## src/rtl/instr_fetch_unit_if.sv

```systemverilog
// Bundle of the fetch unit's memory read port, IR load port, redirect
// input and observation outputs.
// master: the fetch unit. slave: the memory/IR/branch side.
interface instr_fetch_unit_if #(
    parameter int DATA_WIDTH = 16,
    parameter int ADDR_WIDTH = 16
);
    // Memory read handshake. The requester raises mem_req_o with a stable
    // mem_addr_o and keeps both unchanged until it sees mem_ack_i=1 at a
    // posedge. mem_data_i is valid in that same ack cycle. A raised request
    // is never withdrawn, and at most one request is outstanding.
    logic                  mem_req_o;
    logic [ADDR_WIDTH-1:0] mem_addr_o;
    logic                  mem_ack_i;
    logic [DATA_WIDTH-1:0] mem_data_i;

    // IR load port. ir_ld_no is low for exactly one cycle per word.
    logic                  ir_ready_i;
    logic                  ir_ld_no;
    logic [DATA_WIDTH-1:0] ir_data_o;
    logic [ADDR_WIDTH-1:0] ir_pc_o;

    // Control flow change.
    logic                  redirect_i;
    logic [ADDR_WIDTH-1:0] redirect_addr_i;

    // Observation.
    logic [1:0]            fifo_count_o;
    logic [1:0]            fetch_state;   // debug: 0=FETCH 1=WAIT 2=DISCARD

    modport master (
        output mem_req_o, mem_addr_o,
        input  mem_ack_i, mem_data_i,
        input  ir_ready_i,
        output ir_ld_no, ir_data_o, ir_pc_o,
        input  redirect_i, redirect_addr_i,
        output fifo_count_o, fetch_state
    );

    modport slave (
        input  mem_req_o, mem_addr_o,
        output mem_ack_i, mem_data_i,
        output ir_ready_i,
        input  ir_ld_no, ir_data_o, ir_pc_o,
        output redirect_i, redirect_addr_i,
        input  fifo_count_o, fetch_state
    );
endinterface

```

## src/rtl/instr_fetch_unit.sv

```systemverilog
// Instruction fetch stage feeding the instruction register.
// Walks the PC, reads words over a req/ack handshake, buffers them in a
// 2-entry prefetch FIFO and hands each word to the IR with a one-cycle
// active-low load strobe. A redirect flushes the FIFO and restarts fetching
// at the new address; an in-flight read is completed and its data dropped.
// Optional feature macro: FETCH_STATS_EN adds stall_cnt_o, a saturating
// count of cycles spent waiting on memory with an empty FIFO.
module instr_fetch_unit #(
    parameter int                    DATA_WIDTH   = 16,
    parameter int                    ADDR_WIDTH   = 16,
    parameter logic [ADDR_WIDTH-1:0] RESET_VECTOR = '0
) (
    input  logic               clk_i,
    input  logic               reset_ni,
    instr_fetch_unit_if.master bus
`ifdef FETCH_STATS_EN
    ,
    output logic [15:0]        stall_cnt_o
`endif
);

    localparam int EW = ADDR_WIDTH + DATA_WIDTH;

    typedef enum logic [1:0] {
        S_FETCH   = 2'd0,
        S_WAIT    = 2'd1,
        S_DISCARD = 2'd2
    } state_t;

    state_t                state_q;
    logic [ADDR_WIDTH-1:0] pc_q;
    logic                  mem_req_q;
    logic [ADDR_WIDTH-1:0] mem_addr_q;

    // FIFO slots hold {pc, word}; slot0 is always the head.
    logic [EW-1:0]         slot0_q;
    logic [EW-1:0]         slot1_q;
    logic [1:0]            count_q;

    logic                  ir_ld_n_q;
    logic [DATA_WIDTH-1:0] ir_data_q;
    logic [ADDR_WIDTH-1:0] ir_pc_q;

    logic                  do_pop;
    logic                  do_push;
    logic [EW-1:0]         new_entry;

    // Pop needs a word already held (so a push is visible one edge later);
    // push only for a live (non-discarded) read that is not being flushed.
    always_comb begin
        do_pop    = (count_q != 2'd0) && bus.ir_ready_i && !bus.redirect_i;
        do_push   = (state_q == S_WAIT) && bus.mem_ack_i && !bus.redirect_i;
        new_entry = {pc_q, bus.mem_data_i};
    end

    // Fetch FSM: issues one request at a time, tracks the PC and handles
    // redirects, including dropping data of a read already in flight.
    always_ff @(posedge clk_i or negedge reset_ni) begin
        if (!reset_ni) begin
            state_q    <= S_FETCH;
            pc_q       <= RESET_VECTOR;
            mem_req_q  <= 1'b0;
            mem_addr_q <= RESET_VECTOR;
        end else begin
            case (state_q)
                S_FETCH: begin
                    // A request reserves the free slot, so a full FIFO blocks it.
                    if (!bus.redirect_i && (count_q != 2'd2)) begin
                        mem_req_q  <= 1'b1;
                        mem_addr_q <= pc_q;
                        state_q    <= S_WAIT;
                    end
                end
                S_WAIT: begin
                    if (bus.mem_ack_i) begin
                        mem_req_q <= 1'b0;
                        pc_q      <= pc_q + 1'b1;
                        state_q   <= S_FETCH;
                    end else if (bus.redirect_i) begin
                        state_q <= S_DISCARD;
                    end
                end
                S_DISCARD: begin
                    if (bus.mem_ack_i) begin
                        mem_req_q <= 1'b0;
                        state_q   <= S_FETCH;
                    end
                end
                default: begin
                    mem_req_q <= 1'b0;
                    state_q   <= S_FETCH;
                end
            endcase
            // Redirect overrides any PC increment made above.
            if (bus.redirect_i) begin
                pc_q <= bus.redirect_addr_i;
            end
        end
    end

    // Prefetch FIFO and IR load port: flush on redirect, otherwise push/pop.
    always_ff @(posedge clk_i or negedge reset_ni) begin
        if (!reset_ni) begin
            slot0_q   <= '0;
            slot1_q   <= '0;
            count_q   <= 2'd0;
            ir_ld_n_q <= 1'b1;
            ir_data_q <= '0;
            ir_pc_q   <= '0;
        end else if (bus.redirect_i) begin
            count_q   <= 2'd0;
            ir_ld_n_q <= 1'b1;
        end else begin
            ir_ld_n_q <= !do_pop;
            if (do_pop) begin
                ir_data_q <= slot0_q[DATA_WIDTH-1:0];
                ir_pc_q   <= slot0_q[EW-1:DATA_WIDTH];
            end
            case ({do_push, do_pop})
                2'b10: begin
                    if (count_q == 2'd0) begin
                        slot0_q <= new_entry;
                    end else begin
                        slot1_q <= new_entry;
                    end
                    count_q <= count_q + 2'd1;
                end
                2'b01: begin
                    slot0_q <= slot1_q;
                    count_q <= count_q - 2'd1;
                end
                2'b11: begin
                    if (count_q == 2'd1) begin
                        slot0_q <= new_entry;
                    end else begin
                        slot0_q <= slot1_q;
                        slot1_q <= new_entry;
                    end
                end
                default: begin
                end
            endcase
        end
    end

`ifdef FETCH_STATS_EN
    logic [15:0] stall_cnt_q;

    // Count cycles starved on memory: read outstanding, nothing buffered.
    always_ff @(posedge clk_i or negedge reset_ni) begin
        if (!reset_ni) begin
            stall_cnt_q <= 16'd0;
        end else if ((count_q == 2'd0) && (state_q != S_FETCH) &&
                     (stall_cnt_q != 16'hFFFF)) begin
            stall_cnt_q <= stall_cnt_q + 16'd1;
        end
    end

    assign stall_cnt_o = stall_cnt_q;
`endif

    assign bus.mem_req_o    = mem_req_q;
    assign bus.mem_addr_o   = mem_addr_q;
    assign bus.ir_ld_no     = ir_ld_n_q;
    assign bus.ir_data_o    = ir_data_q;
    assign bus.ir_pc_o      = ir_pc_q;
    assign bus.fifo_count_o = count_q;
    assign bus.fetch_state  = state_q;

endmodule

```

## src/flat_wrapper.sv

```systemverilog
// flat-port wrapper written by rule: the top's interface ports become plain ports
module instr_fetch_unit_flat 
#(
    parameter int                    DATA_WIDTH   = 16,
    parameter int                    ADDR_WIDTH   = 16,
    parameter logic [ADDR_WIDTH-1:0] RESET_VECTOR = '0
)
  (clk_i, reset_ni, bus_mem_req_o, bus_mem_addr_o, bus_mem_ack_i, bus_mem_data_i, bus_ir_ready_i, bus_ir_ld_no, bus_ir_data_o, bus_ir_pc_o, bus_redirect_i, bus_redirect_addr_i, bus_fifo_count_o, bus_fetch_state);
  instr_fetch_unit_if #(.DATA_WIDTH(DATA_WIDTH), .ADDR_WIDTH(ADDR_WIDTH)) bus_i ();
  input  logic clk_i;
  input  logic reset_ni;
  output wire logic [$bits(bus_i.mem_req_o)-1:0] bus_mem_req_o;
  output wire logic [$bits(bus_i.mem_addr_o)-1:0] bus_mem_addr_o;
  input wire logic [$bits(bus_i.mem_ack_i)-1:0] bus_mem_ack_i;
  input wire logic [$bits(bus_i.mem_data_i)-1:0] bus_mem_data_i;
  input wire logic [$bits(bus_i.ir_ready_i)-1:0] bus_ir_ready_i;
  output wire logic [$bits(bus_i.ir_ld_no)-1:0] bus_ir_ld_no;
  output wire logic [$bits(bus_i.ir_data_o)-1:0] bus_ir_data_o;
  output wire logic [$bits(bus_i.ir_pc_o)-1:0] bus_ir_pc_o;
  input wire logic [$bits(bus_i.redirect_i)-1:0] bus_redirect_i;
  input wire logic [$bits(bus_i.redirect_addr_i)-1:0] bus_redirect_addr_i;
  output wire logic [$bits(bus_i.fifo_count_o)-1:0] bus_fifo_count_o;
  output wire logic [$bits(bus_i.fetch_state)-1:0] bus_fetch_state;
  assign bus_mem_req_o = bus_i.mem_req_o;
  assign bus_mem_addr_o = bus_i.mem_addr_o;
  assign bus_i.mem_ack_i = bus_mem_ack_i;
  assign bus_i.mem_data_i = bus_mem_data_i;
  assign bus_i.ir_ready_i = bus_ir_ready_i;
  assign bus_ir_ld_no = bus_i.ir_ld_no;
  assign bus_ir_data_o = bus_i.ir_data_o;
  assign bus_ir_pc_o = bus_i.ir_pc_o;
  assign bus_i.redirect_i = bus_redirect_i;
  assign bus_i.redirect_addr_i = bus_redirect_addr_i;
  assign bus_fifo_count_o = bus_i.fifo_count_o;
  assign bus_fetch_state = bus_i.fetch_state;
  instr_fetch_unit #(.DATA_WIDTH(DATA_WIDTH), .ADDR_WIDTH(ADDR_WIDTH), .RESET_VECTOR(RESET_VECTOR)) u_core (.clk_i(clk_i), .reset_ni(reset_ni), .bus(bus_i));
endmodule
```

## config.mk

```make
export PLATFORM = sky130hd
export DESIGN_NAME = instr_fetch_unit_flat
export DESIGN_NICKNAME = d
export VERILOG_FILES = /design/src/rtl/instr_fetch_unit_if.sv /design/src/rtl/instr_fetch_unit.sv /design/src/flat_wrapper.sv
export SDC_FILE = /design/constraint.sdc
export NUM_CORES = 1
export LEC_CHECK = 0
export CORE_AREA = 2 2 132 134
export DETAILED_ROUTE_END_ITERATION = 7
export DIE_AREA = 0 0 134 136
export GPL_ROUTABILITY_DRIVEN = 1
export REMOVE_ABC_BUFFERS = 1
export SETUP_SLACK_MARGIN = 0.02
export SLEW_MARGIN = 20
export SYNTH_ARGS = -nofsm -noshare
export SYNTH_HDL_FRONTEND = slang
export SYNTH_SLANG_ARGS = --single-unit
```

## constraint.sdc

```tcl
create_clock -name clk_i -period 2.7 [get_ports clk_i]
set_clock_uncertainty 0.2 [all_clocks]
set_input_delay 0.675 -clock clk_i [delete_from_list [all_inputs] [get_ports clk_i]]
set_output_delay 0.675 -clock clk_i [all_outputs]
set_load 0.005 [all_outputs]
```

==> results of run 1 <==
## area by class of cell
cell class                 count  share of cell area
clock buffer                  22              0.0645
clock inverter                 9              0.0160
inverter                       9             0.00441
multi-input combinational    356               0.291
sequential                   134               0.438
tap                          225              0.0367
timing repair buffer         111               0.150
## kinds of logic (layout without fill, tap and decap cells)
logic type / after synthesis / after routing / share of synthesized area
AO/OA/AOI/OAI: 58 / 58 / 0.0666
XOR/XNOR: 14 / 14 / 0.0211
adder cells (fa/ha/maj): 8 / 8 / 0.0172
buffers and inverters: 41 / 151 / 0.0399
flip-flops: 134 / 134 / 0.578
multiplexers: 52 / 52 / 0.115
AND/OR/NAND/NOR: 224 / 224 / 0.162
## per-stage QoR
stage / power, µW / hold WS [ns] / worst slack (ns) / util / TNS (ns)
floorplan: 4630 / 0.179 / -0.622 / - / -19.89
global placement: 5910 / 0.250 / 0.0863 / 0.418 / 0
detailed placement: 6010 / 0.253 / 0.0672 / 0.418 / 0
CTS: 8430 / 0.102 / 0.402 / 0.454 / 0
global route: 8880 / 0.118 / 0.355 / 0.454 / 0
finish: 8320 / 0.0753 / 0.425 / 0.454 / 0
## flip-flops by register name (all words and copies together) (netlist names)
name	cells
u_core.slot1_q	32
u_core.bus.mem_req_o	1
u_core.slot0_q	32
u_core.bus.ir_pc_o	16
u_core.bus.fifo_count_o	2
u_core.bus.fetch_state	2
u_core.pc_q	16
u_core.bus.ir_data_o	16
u_core.bus.ir_ld_no	1
u_core.bus.mem_addr_o	16
## worst max-delay path by stage
| stage | start | to | slack, ns | depth (start not counted) |
|---|---|---|---|---|
| 5_1_grt | bus_mem_ack_i | u_core.pc_q[13] | 0.35 | 7 |
| 4_1_cts | u_core.bus.ir_ld_no | bus_ir_ld_no | 0.40 | 1 |
| 6_report | u_core.bus.ir_ld_no | bus_ir_ld_no | 0.43 | 1 |
| 2_1_floorplan | u_core.bus.fifo_count_o[0] | u_core.slot0_q[0] | -0.62 | 6 |
| 3_5_place_dp | bus_redirect_i | u_core.bus.fetch_state[0] | 0.07 | 6 |
| 3_3_place_gp | bus_redirect_i | u_core.bus.mem_addr_o[11] | 0.09 | 5 |
## metal layers
| layer | GRT usage | wire, µm |
|---|---|---|
| met1 | 0.206 | 6170 |
| met2 | 0.240 | 5980 |
| met3 | 0.0414 | 587 |
| met4 | 0.0390 | 98 |
| met5 | 0 | 0 |
## where the power goes
part           internal [µW]  leakage (µW)  switching [µW]
registers               2840       0.00169             499
clock network           1560      0.000308             815
logic                   1570       0.00159            1030
total                   5970       0.00359            2350
## cells in the mapped netlist, drive strengths merged, types with 5 or more instances
cell,n
inv,9
nor3,5
xnor2,10
ha,8
nand2,185
o21ai,21
mux2,46
a22oi,32
nor4,7
buf,20
nand3,7
clkbuf,12
nor2,5
dfrtp,133
mux2i,6
==> key figures, run 1 <==
Power and ir drop
  – P per Cell Area: 1080 nW/µm²
  – Leak: 0.00359 µW
  – Worst vdd ir: 0.000511 V

Worst setup path
  – Crit Reg-Reg Startpoint: u_core.bus.fetch_state[1]
  – Slowest cell on crit path: dfstp_2
  – Worst R2R Path Depth: 6
  – Slowest Stage Delay on Critical Path: 0.51 ns
  – Worst Path Required: 1.82 ns
  – Setup crit end kind: output pin
  – Crit path max-delay family: flip-flops
  – Critical path cell sequence: clkdlybuf4s50_1
  – CP arrival: 1.40 ns
  – Max Fanout on Critical Path: 1
  – Number of buffers and inverters on the critical path: 1
  – Worst R2R Setup Slack: 0.47 ns
  – Crit path kind: reg2out
  – Worst setup SP type: register
  – RR Endpoint: u_core.slot1_q[12]

Timing
  – # setup viols final: 0
  – Final min period: 2.27 ns
  – Slew Limit Fails: 0
  – Slew @ Worst Pin: 0.682 ns
  – RSZ-0062 raised after global routing: false
  – Fin crit share: 0.843
  – Slew Limit Headroom: 0.545
  – Achievable Freq: 0.440 GHz
  – Final Hold Violating Endpoints: 0

Logic synthesis
  – Top post-synthesis cells by area: dfrtp_1 (57%), nand2_1 (12%), mux2_4 (6.2%)
  – Sequential share of the synthesized area: 0.578
  – Synth warn: 0
  – Mapped Cells: 531
  – Share of the synthesized area in the top cell type: 0.573
  – Yosys top cell by area: dfrtp_1
  – Number of library cell types mapped by synthesis: 36
  – Flops & latches, synth: 134
  – Mean post-synth cell area: 10.9 µm²
  – Top_reg_cell synth: dfrtp_1
  – EDFF count, synth: 0
  – Synth Cell Area: 5810 µm²
  – Ys async rst share: 1.00

Clock network
  – CTS tree: done
  – Worst-skew pair later-pin latency: 0.41 ns
  – Inserted Clock Buffers: 17
  – Post-CTS Setup Repair Bufs: 0
  – Clock Pin Slew Worst Setup and Hold Paths: 0.05 ns
  – Sink Count: 134
  – CTS Hold Bufs: 0
  – Clk Tree Root Cell: clkbuf_16
  – Post-CTS sizing: 0
  – Longest Clk Path Bufs: 2
  – H-tree depth: 4

Die
  – Cell Rows: 48
  – Die Ht: 136 µm
  – Die area: 18200 µm²
  – Top Ports: 91
  – Core Area: 16900 µm²
  – Initial core utilization: 0.344
  – Die width: 134 µm

Placement
  – IO Port Bufs: 90
  – Post-DP HPWL: 8270 µm
  – Post-DP Area: 7050 µm²
  – GP Congestion: 0.801
  – Placed insts: 835

GRT
  – First-pass GRT wire length: 21300 µm
  – Largest net degree at the start of global routing: 73
  – Antenna violations before repair: 0
  – All-Layer GR Usage: 0.152
  – Vias in the first global route: 4054
  – Gr ovfl total: 0

Finish
  – Antenna cells: 0
  – Register Area: 3350 µm²
  – FILL cells: 1558
  – Nets: 674
  – Area Overhead vs Synth: 32.1%
  – Layout Cells excl Fill: 866
  – Fin area: 7670 µm²
  – Multi-input logic area: 2230 µm²
  – Most frequent cells in the layout: nand2_1 (184), dfrtp_1 (133), clkdlybuf4s50_1 (89)
  – Share of layout cells above drive strength 1: 0.165
  – Commonest non-fill, non-tap cell in the layout: nand2_1

Drt
  – Vias post-DR: 4030
  – WL final: 12800 µm
  – Detailed Routing Iterations Pass 1: 4
  – 1st-iter DRT viols: 217
  – Routed length per placed instance: 14.8 µm
  – DR vias/cell: 4.65
  – DRC violation count after routing: 0
  – DRT antenna net count: 0

Hold path
  – HP Class: in2async

Run status
  – Status: complete, no violations

Flow run
  – Max_cap viols: 0
No activity file was read; power rests on OpenSTA's default activity.
==> inputs of run 2 (changes only) <==
Clock period 2.7 ns to 1.85 ns, I/O delays scaled along.
==> run 2 against run 1 <==
Net effect: the run now ends with setup timing left; critical path depth grew 4; via count grew 11%; sequential power grew 49%; largest power group is now combinational cells.
==> key figures, run 2 (synthesis results as in run 1) <==
Worst setup path
  – CP arrival: 2.14 ns (was 1.40 ns)
  – Setup crit end kind: register (was output pin)
  – Max Fanout on Critical Path: 35 (was 1)
  – Worst Path Required: 1.94 ns (was 1.82 ns)
  – Worst setup SP type: register (unchanged)
  – Crit path kind: reg2reg (was reg2out)

Finish
  – Layout Cells excl Fill: 932 (was 866)
  – Antenna cells: 0 (unchanged)
  – Fin area: 9080 µm² (was 7670 µm²)
  – Commonest non-fill, non-tap cell in the layout: dfrtp_1 (was nand2_1)
  – Area Overhead vs Synth: 56.4% (was 32.1%)
  – Largest registers: u_core.slot0_q x32, u_core.slot1_q x32 (unchanged)
  – FILL cells: 1477 (was 1558)
  – Share of layout cells above drive strength 1: 0.403 (was 0.165)
  – Most frequent cells in the layout: dfrtp_1 (133), nand2_1 (112), nand2_2 (59) (was nand2_1 (184), dfrtp_1 (133), clkdlybuf4s50_1 (89))
  – Nets: 739 (was 674)

Drt
  – 1st-iter DRT viols: 243 (was 217)
  – WL met2: 8130 µm (was 5980 µm)
  – Met3 Wirelength: 807 µm (was 587 µm)
  – Routed length per placed instance: 17.6 µm (was 14.8 µm)
  – DRC violation count after routing: 0 (unchanged)
  – Metal1 wirelength: 7370 µm (was 6170 µm)
  – Vias post-DR: 4476 (was 4030)
  – WL final: 16400 µm (was 12800 µm)
  – DR vias/cell: 4.80 (was 4.65)
  – Detailed Routing Iterations Pass 1: 5 (was 4)
  – DRT antenna net count: 0 (unchanged)
  – Top Metal Used: met4 (unchanged)

GRT
  – Gr ovfl total: 0 (unchanged)
  – Vias in the first global route: 4468 (was 4054)
  – Largest net degree at the start of global routing: 41 (was 73)
  – All-Layer GR Usage: 0.170 (was 0.152)
  – Antenna violations before repair: 0 (unchanged)
  – First-pass GRT wire length: 23800 µm (was 21300 µm)

Power and ir drop
  – Logic pwr share: 0.383 (was 0.313)
  – Internal power: 9640 µW (was 5970 µW)
  – Reg power frac: 0.358 (was 0.401)
  – Leak: 0.00440 µW (was 0.00359 µW)
  – Switching Fraction: 0.304 (was 0.282)
  – Switch Pwr: 4210 µW (was 2350 µW)
  – Worst vdd ir: 0.000777 V (was 0.000511 V)
  – P per Cell Area: 1530 nW/µm² (was 1080 nW/µm²)
  – Clock network power share: 0.259 (was 0.286)

Timing
  – Fin crit share: 1.11
  – Final min period: 2.05 ns
  – Post-route setup slack: -0.198 ns (was 0.425 ns)
  – Achievable Freq: 0.488 GHz
  – Slew Limit Headroom: 0.719 (was 0.545)
  – Final Hold Violating Endpoints: 0 (unchanged)
  – # setup viols final: 85 (was 0)
  – Slew @ Worst Pin: 0.422 ns (was 0.682 ns)
  – RSZ-0062 raised after global routing: true (was false)
  – Final setup TNS: -9.37 ns (was 0 ns)
  – Slew Limit Fails: 0 (unchanged)

Clock network
  – Sink Count: 134 (unchanged)
  – CTS tree: done (unchanged)
  – H-tree depth: 4 (unchanged)
  – Inserted Clock Buffers: 17 (unchanged)
  – Longest Clk Path Bufs: 2 (unchanged)
  – Clock Pin Slew Worst Setup and Hold Paths: 0.06 ns (was 0.05 ns)
  – Clk Tree Root Cell: clkbuf_16 (unchanged)
  – Worst-skew pair later-pin latency: 0.41 ns (about the same)

Run status
  – Failing checks: setup timing
  – Status: complete, but fails checks (was complete, no violations)

Placement
  – GP Congestion: 0.767 (was 0.801)
  – Post-DP Area: 7260 µm² (was 7050 µm²)
  – Post-DP HPWL: 9040 µm (was 8270 µm)
  – IO Port Bufs: 90 (unchanged)
  – Placed insts: 858 (was 835)

Die
  – Cell Rows: 48 (unchanged)
  – Die width: 134 µm (unchanged)
  – Top Ports: 91 (unchanged)
  – Die area: 18200 µm² (unchanged)
  – Initial core utilization: 0.344 (unchanged)
  – Core Area: 16900 µm² (unchanged)
  – Die Ht: 136 µm (unchanged)

Flow run
  – Max_cap viols: 0 (unchanged)

Hold path
  – HP Class: reg2reg (was in2async)
run 2: cell count changes in the layout (fill, tap and decap cells not counted), sizes merged, moves of 2 or more:
cell,previous run,this run
clkbuf,22,34
dlygate4sd2,0,49
buf,22,79
clkdlybuf4s15,0,2
clkdlybuf4s50,89,33
run 2: worst max-delay path, stage by stage (launching register included):
cell and delay (ns):
dfrtp_1 0.40, buf_4 0.14, ha_2 0.18, a2111o_2 0.44
buf_12 0.21, mux2_4 0.32
run 2: stage by stage:
| stage | hold slack (ns) | util | total power (µW) | setup WS (ns) |
|---|---|---|---|---|
| final | 0.268 | 0.538 | 13900 | -0.198 |
| after global routing | 0.296 | 0.538 | 14700 | -0.225 |
| after CTS | 0.273 | 0.484 | 12800 | -0.147 |
| after detailed placement | 0.211 | 0.430 | 9000 | -0.577 |
| after global placement | 0.206 | 0.430 | 8830 | -0.559 |
| after floorplan | -0.0331 | - | 6760 | -1.47 |
run 2: metal layers:
metal,vias to the layer above,GRT usage
met5,-,0
met4,0,0.0473
met3,9,0.0444
met2,122,0.276
met1,2228,0.225
li1,2117,-
run 2: worst paths after layout:
path                                            startpoint                       to  slack (ns)  cells after the start
worst max-delay path            u_core.bus.fifo_count_o[0]       u_core.slot1_q[23]       -0.20                      5
worst min-delay path               u_core.bus.ir_data_o[5]  u_core.bus.ir_data_o[5]        0.27                      2
min in group asynchronous                         reset_ni  u_core.bus.ir_data_o[0]        0.33                      2
worst min register to register     u_core.bus.ir_data_o[5]  u_core.bus.ir_data_o[5]        0.27                      2
max in group asynchronous                         reset_ni           u_core.pc_q[1]        0.51                      3
worst max register to register  u_core.bus.fifo_count_o[0]       u_core.slot1_q[23]       -0.20                      5
run 2: what timing repair did:
action | 4_1_cts | 5_1_grt
endpoints found under the setup margin | 148 | 128
resized for setup | 99 | 166
pin swaps | 8 | 78
gates cloned | 5 | 12
buffers inserted | 14 | 12
hold buffers | 1 | 0
hold endpoints to repair | 35 | 0
run 2: power by group through the flow:
stage / clock [µW] / sequential (µW) / combinational, µW
floorplan: 0 / 4780 / 1970
global placement: 0 / 4840 / 4000
detailed placement: 0 / 4890 / 4110
CTS: 3650 / 4850 / 4260
global route: 3810 / 5100 / 5750
finish: 3590 / 4960 / 5300
run 2: layout make-up:
| class | instances | area, µm² | area share |
|---|---|---|---|
| Inverter | 9 | 36.3 | 0.00400 |
| Multi-Input combinational cell | 356 | 2790 | 0.308 |
| Clock buffer | 23 | 478 | 0.0527 |
| Timing Repair Buffer | 176 | 1990 | 0.219 |
| Clock inverter | 9 | 148 | 0.0163 |
| Tap cell | 225 | 282 | 0.0310 |
| Sequential cell | 134 | 3350 | 0.370 |
==> inputs of run 3 (changes only) <==
Settings changed: PLACE_DENSITY set to 0.55.
==> run 3 against run 2 <==
Net effect: the flow still finishes with violations (setup timing); register-to-register slack gained 0.02 ns; hold slack gained 0.00099 ns; design area shrank 1.5%; global-route usage is essentially flat; critical path type unchanged; critical endpoint is now u_core.slot1_q[17]; largest cell class unchanged.
==> key figures, run 3 (synthesis results as in run 1) <==
Placement
  – Post-DP HPWL: 8730 µm (was 9040 µm)
  – Dpl ws: -0.559 ns (was -0.577 ns)
  – IO Port Bufs: 90 (unchanged)
  – Post-DP Area: 7270 µm² (was 7260 µm²)
  – GP Congestion: 0.805 (was 0.767)

Die
  – Die area: 18200 µm² (unchanged)
  – Initial core utilization: 0.344 (unchanged)
  – Top Ports: 91 (unchanged)
  – Core Area: 16900 µm² (unchanged)
  – Die width: 134 µm (unchanged)
  – Cell Rows: 48 (unchanged)
  – Die Ht: 136 µm (unchanged)

Run status
  – Failing checks: setup timing (unchanged)
  – Status: complete, but fails checks (unchanged)

Clock network
  – CTS tree: done (unchanged)
  – H-tree depth: 4 (unchanged)
  – Sink Count: 134 (unchanged)
  – Longest Clk Path Bufs: 2 (unchanged)
  – Clock Pin Slew Worst Setup and Hold Paths: 0.06 ns (about the same)
  – Worst-skew pair later-pin latency: 0.42 ns (was 0.41 ns)
  – Clk Tree Root Cell: clkbuf_16 (unchanged)
  – Inserted Clock Buffers: 17 (unchanged)

Timing
  – Final setup TNS: -9.27 ns (was -9.37 ns)
  – Final min period: 2.02 ns (was 2.05 ns)
  – RSZ-0062 raised after global routing: true (unchanged)
  – Final Hold Violating Endpoints: 0 (unchanged)
  – Achievable Freq: 0.494 GHz (was 0.488 GHz)
  – Post-route setup slack: -0.175 ns (was -0.198 ns)
  – Fin crit share: 1.09 (was 1.11)
  – Slew Limit Fails: 0 (unchanged)
  – Slew @ Worst Pin: 0.355 ns (was 0.422 ns)
  – Slew Limit Headroom: 0.763 (was 0.719)
  – # setup viols final: 96 (was 85)

Drt
  – DRC violation count after routing: 0 (unchanged)
  – Routed length per placed instance: 16.8 µm (was 17.6 µm)
  – WL final: 15600 µm (was 16400 µm)
  – Detailed Routing Iterations Pass 1: 5 (unchanged)
  – DR vias/cell: 4.77 (was 4.80)
  – 1st-iter DRT viols: 189 (was 243)
  – DRT antenna net count: 0 (unchanged)
  – Vias post-DR: 4421 (was 4476)

Worst setup path
  – CP arrival: 2.13 ns (was 2.14 ns)
  – RR Endpoint: u_core.slot1_q[17] (was u_core.slot1_q[23])
  – Slowest cell on crit path: a2111o_2 (unchanged)
  – Critical Path Start: u_core.bus.fifo_count_o[1] (was u_core.bus.fifo_count_o[0])
  – Crit path max-delay family: compound AO/OA/AOI/OAI gates (unchanged)
  – Critical path cell sequence: inv_2 > ha_4 > a2111o_2 > clkbuf_16 > mux2_4 (was buf_4 > ha_2 > a2111o_2 > buf_12 > mux2_4)
  – Worst Path Required: 1.95 ns (was 1.94 ns)
  – Worst R2R Path Depth: 5 (unchanged)
  – Setup crit end kind: register (unchanged)
  – Slowest Stage Delay on Critical Path: 0.52 ns (was 0.44 ns)
  – Max Fanout on Critical Path: 17 (was 35)
  – Worst Setup EP: u_core.slot1_q[17] (was u_core.slot1_q[23])
  – Crit Reg-Reg Startpoint: u_core.bus.fifo_count_o[1] (was u_core.bus.fifo_count_o[0])
  – Number of buffers and inverters on the critical path: 2 (unchanged)
  – Critical path depth: 5 (unchanged)
  – Worst setup SP type: register (unchanged)
  – Worst R2R Setup Slack: -0.17 ns (was -0.20 ns)
  – Crit path kind: reg2reg (unchanged)

Finish
  – Commonest non-fill, non-tap cell in the layout: nand2_1 (was dfrtp_1)
  – Area Overhead vs Synth: 54.1% (was 56.4%)
  – Most frequent cells in the layout: nand2_1 (142), dfrtp_1 (133), dlygate4sd2_1 (51) (was dfrtp_1 (133), nand2_1 (112), nand2_2 (59))
  – Nets: 733 (was 739)
  – Fin area: 8940 µm² (was 9080 µm²)
  – Antenna cells: 0 (unchanged)
  – Share of layout cells above drive strength 1: 0.388 (was 0.403)
  – Largest registers: u_core.slot0_q x32, u_core.slot1_q x32 (unchanged)

GRT
  – Vias in the first global route: 4460 (was 4468)
  – All-Layer GR Usage: 0.170 (about the same)
  – Gr ovfl total: 0 (unchanged)
  – Antenna violations before repair: 0 (unchanged)
  – Largest net degree at the start of global routing: 43 (was 41)
  – First-pass GRT wire length: 23700 µm (was 23800 µm)

Power and ir drop
  – Leak: 0.00432 µW (was 0.00440 µW)
  – P per Cell Area: 1560 nW/µm² (was 1530 nW/µm²)
  – Worst vdd ir: 0.000808 V (was 0.000777 V)

Flow run
  – Max_cap viols: 0 (unchanged)

Hold path
  – HP Class: reg2reg (unchanged)
-- run 3: routing by layer --
layer  track usage  up-vias  wire length [µm]
met5             0        -                 0
met2         0.264       93              7580
met4        0.0650        0               232
met1         0.234     2201              7290
met3        0.0347       17               496
li1              -     2110                 -
-- run 3: worst register-to-register path: stages, from the launching register on --
cell and delay [ns]:
dfrtp_1 0.38, inv_2 0.09, ha_4 0.19, a2111o_2 0.53, clkbuf_16 0.23, mux2_4 0.30
-- run 3: final cells by class --
type	count	area, µm²
clock inverters	15	203
fillers	1454	7930
inverters	9	36.3
multi-input cells	356	2810
clock buffers	17	425
repair buffers	170	1830
well taps	225	282
flip-flops and latches	134	3350
-- run 3: worst min path at each step --
stage                                        start                        end  cells after the start  slack [ns]
after CTS                  u_core.bus.ir_data_o[6]    u_core.bus.ir_data_o[6]                      2        0.27
after global routing      u_core.bus.ir_data_o[10]   u_core.bus.ir_data_o[10]                      2        0.29
after floorplan                           reset_ni  u_core.bus.fetch_state[0]                      0       -0.03
after global placement                    reset_ni    u_core.bus.ir_data_o[3]                      1        0.17
final                      u_core.bus.ir_data_o[6]    u_core.bus.ir_data_o[6]                      2        0.27
after detailed placement                  reset_ni    u_core.bus.ir_data_o[3]                      1        0.18
-- run 3: where the power goes --
| group | leakage, µW | switching, µW | internal (µW) |
|---|---|---|---|
| clock network | 0.000304 | 1300 | 2260 |
| registers | 0.00169 | 859 | 4150 |
| logic | 0.00233 | 2140 | 3210 |
| total | 0.00432 | 4300 | 9620 |
-- run 3: metrics by stage --
step	std cells	utilization	total power, µW	hold slack [ns]
finish	926	0.530	13900	0.269
global route	926	0.530	14700	0.293
CTS	917	0.507	13600	0.272
detailed placement	859	0.431	9040	0.182
global placement	859	0.431	8910	0.175
floorplan	499	-	6760	-0.0331
-- run 3: what timing repair did --
item                                    4_1_cts  5_1_grt
endpoints found under the hold margin        29        0
buffers inserted                             22        8
gates resized for setup                     168       90
hold buffers                                  1        0
endpoints found under the setup margin      164      132
pin swaps                                    60       85
gates cloned                                  6        5
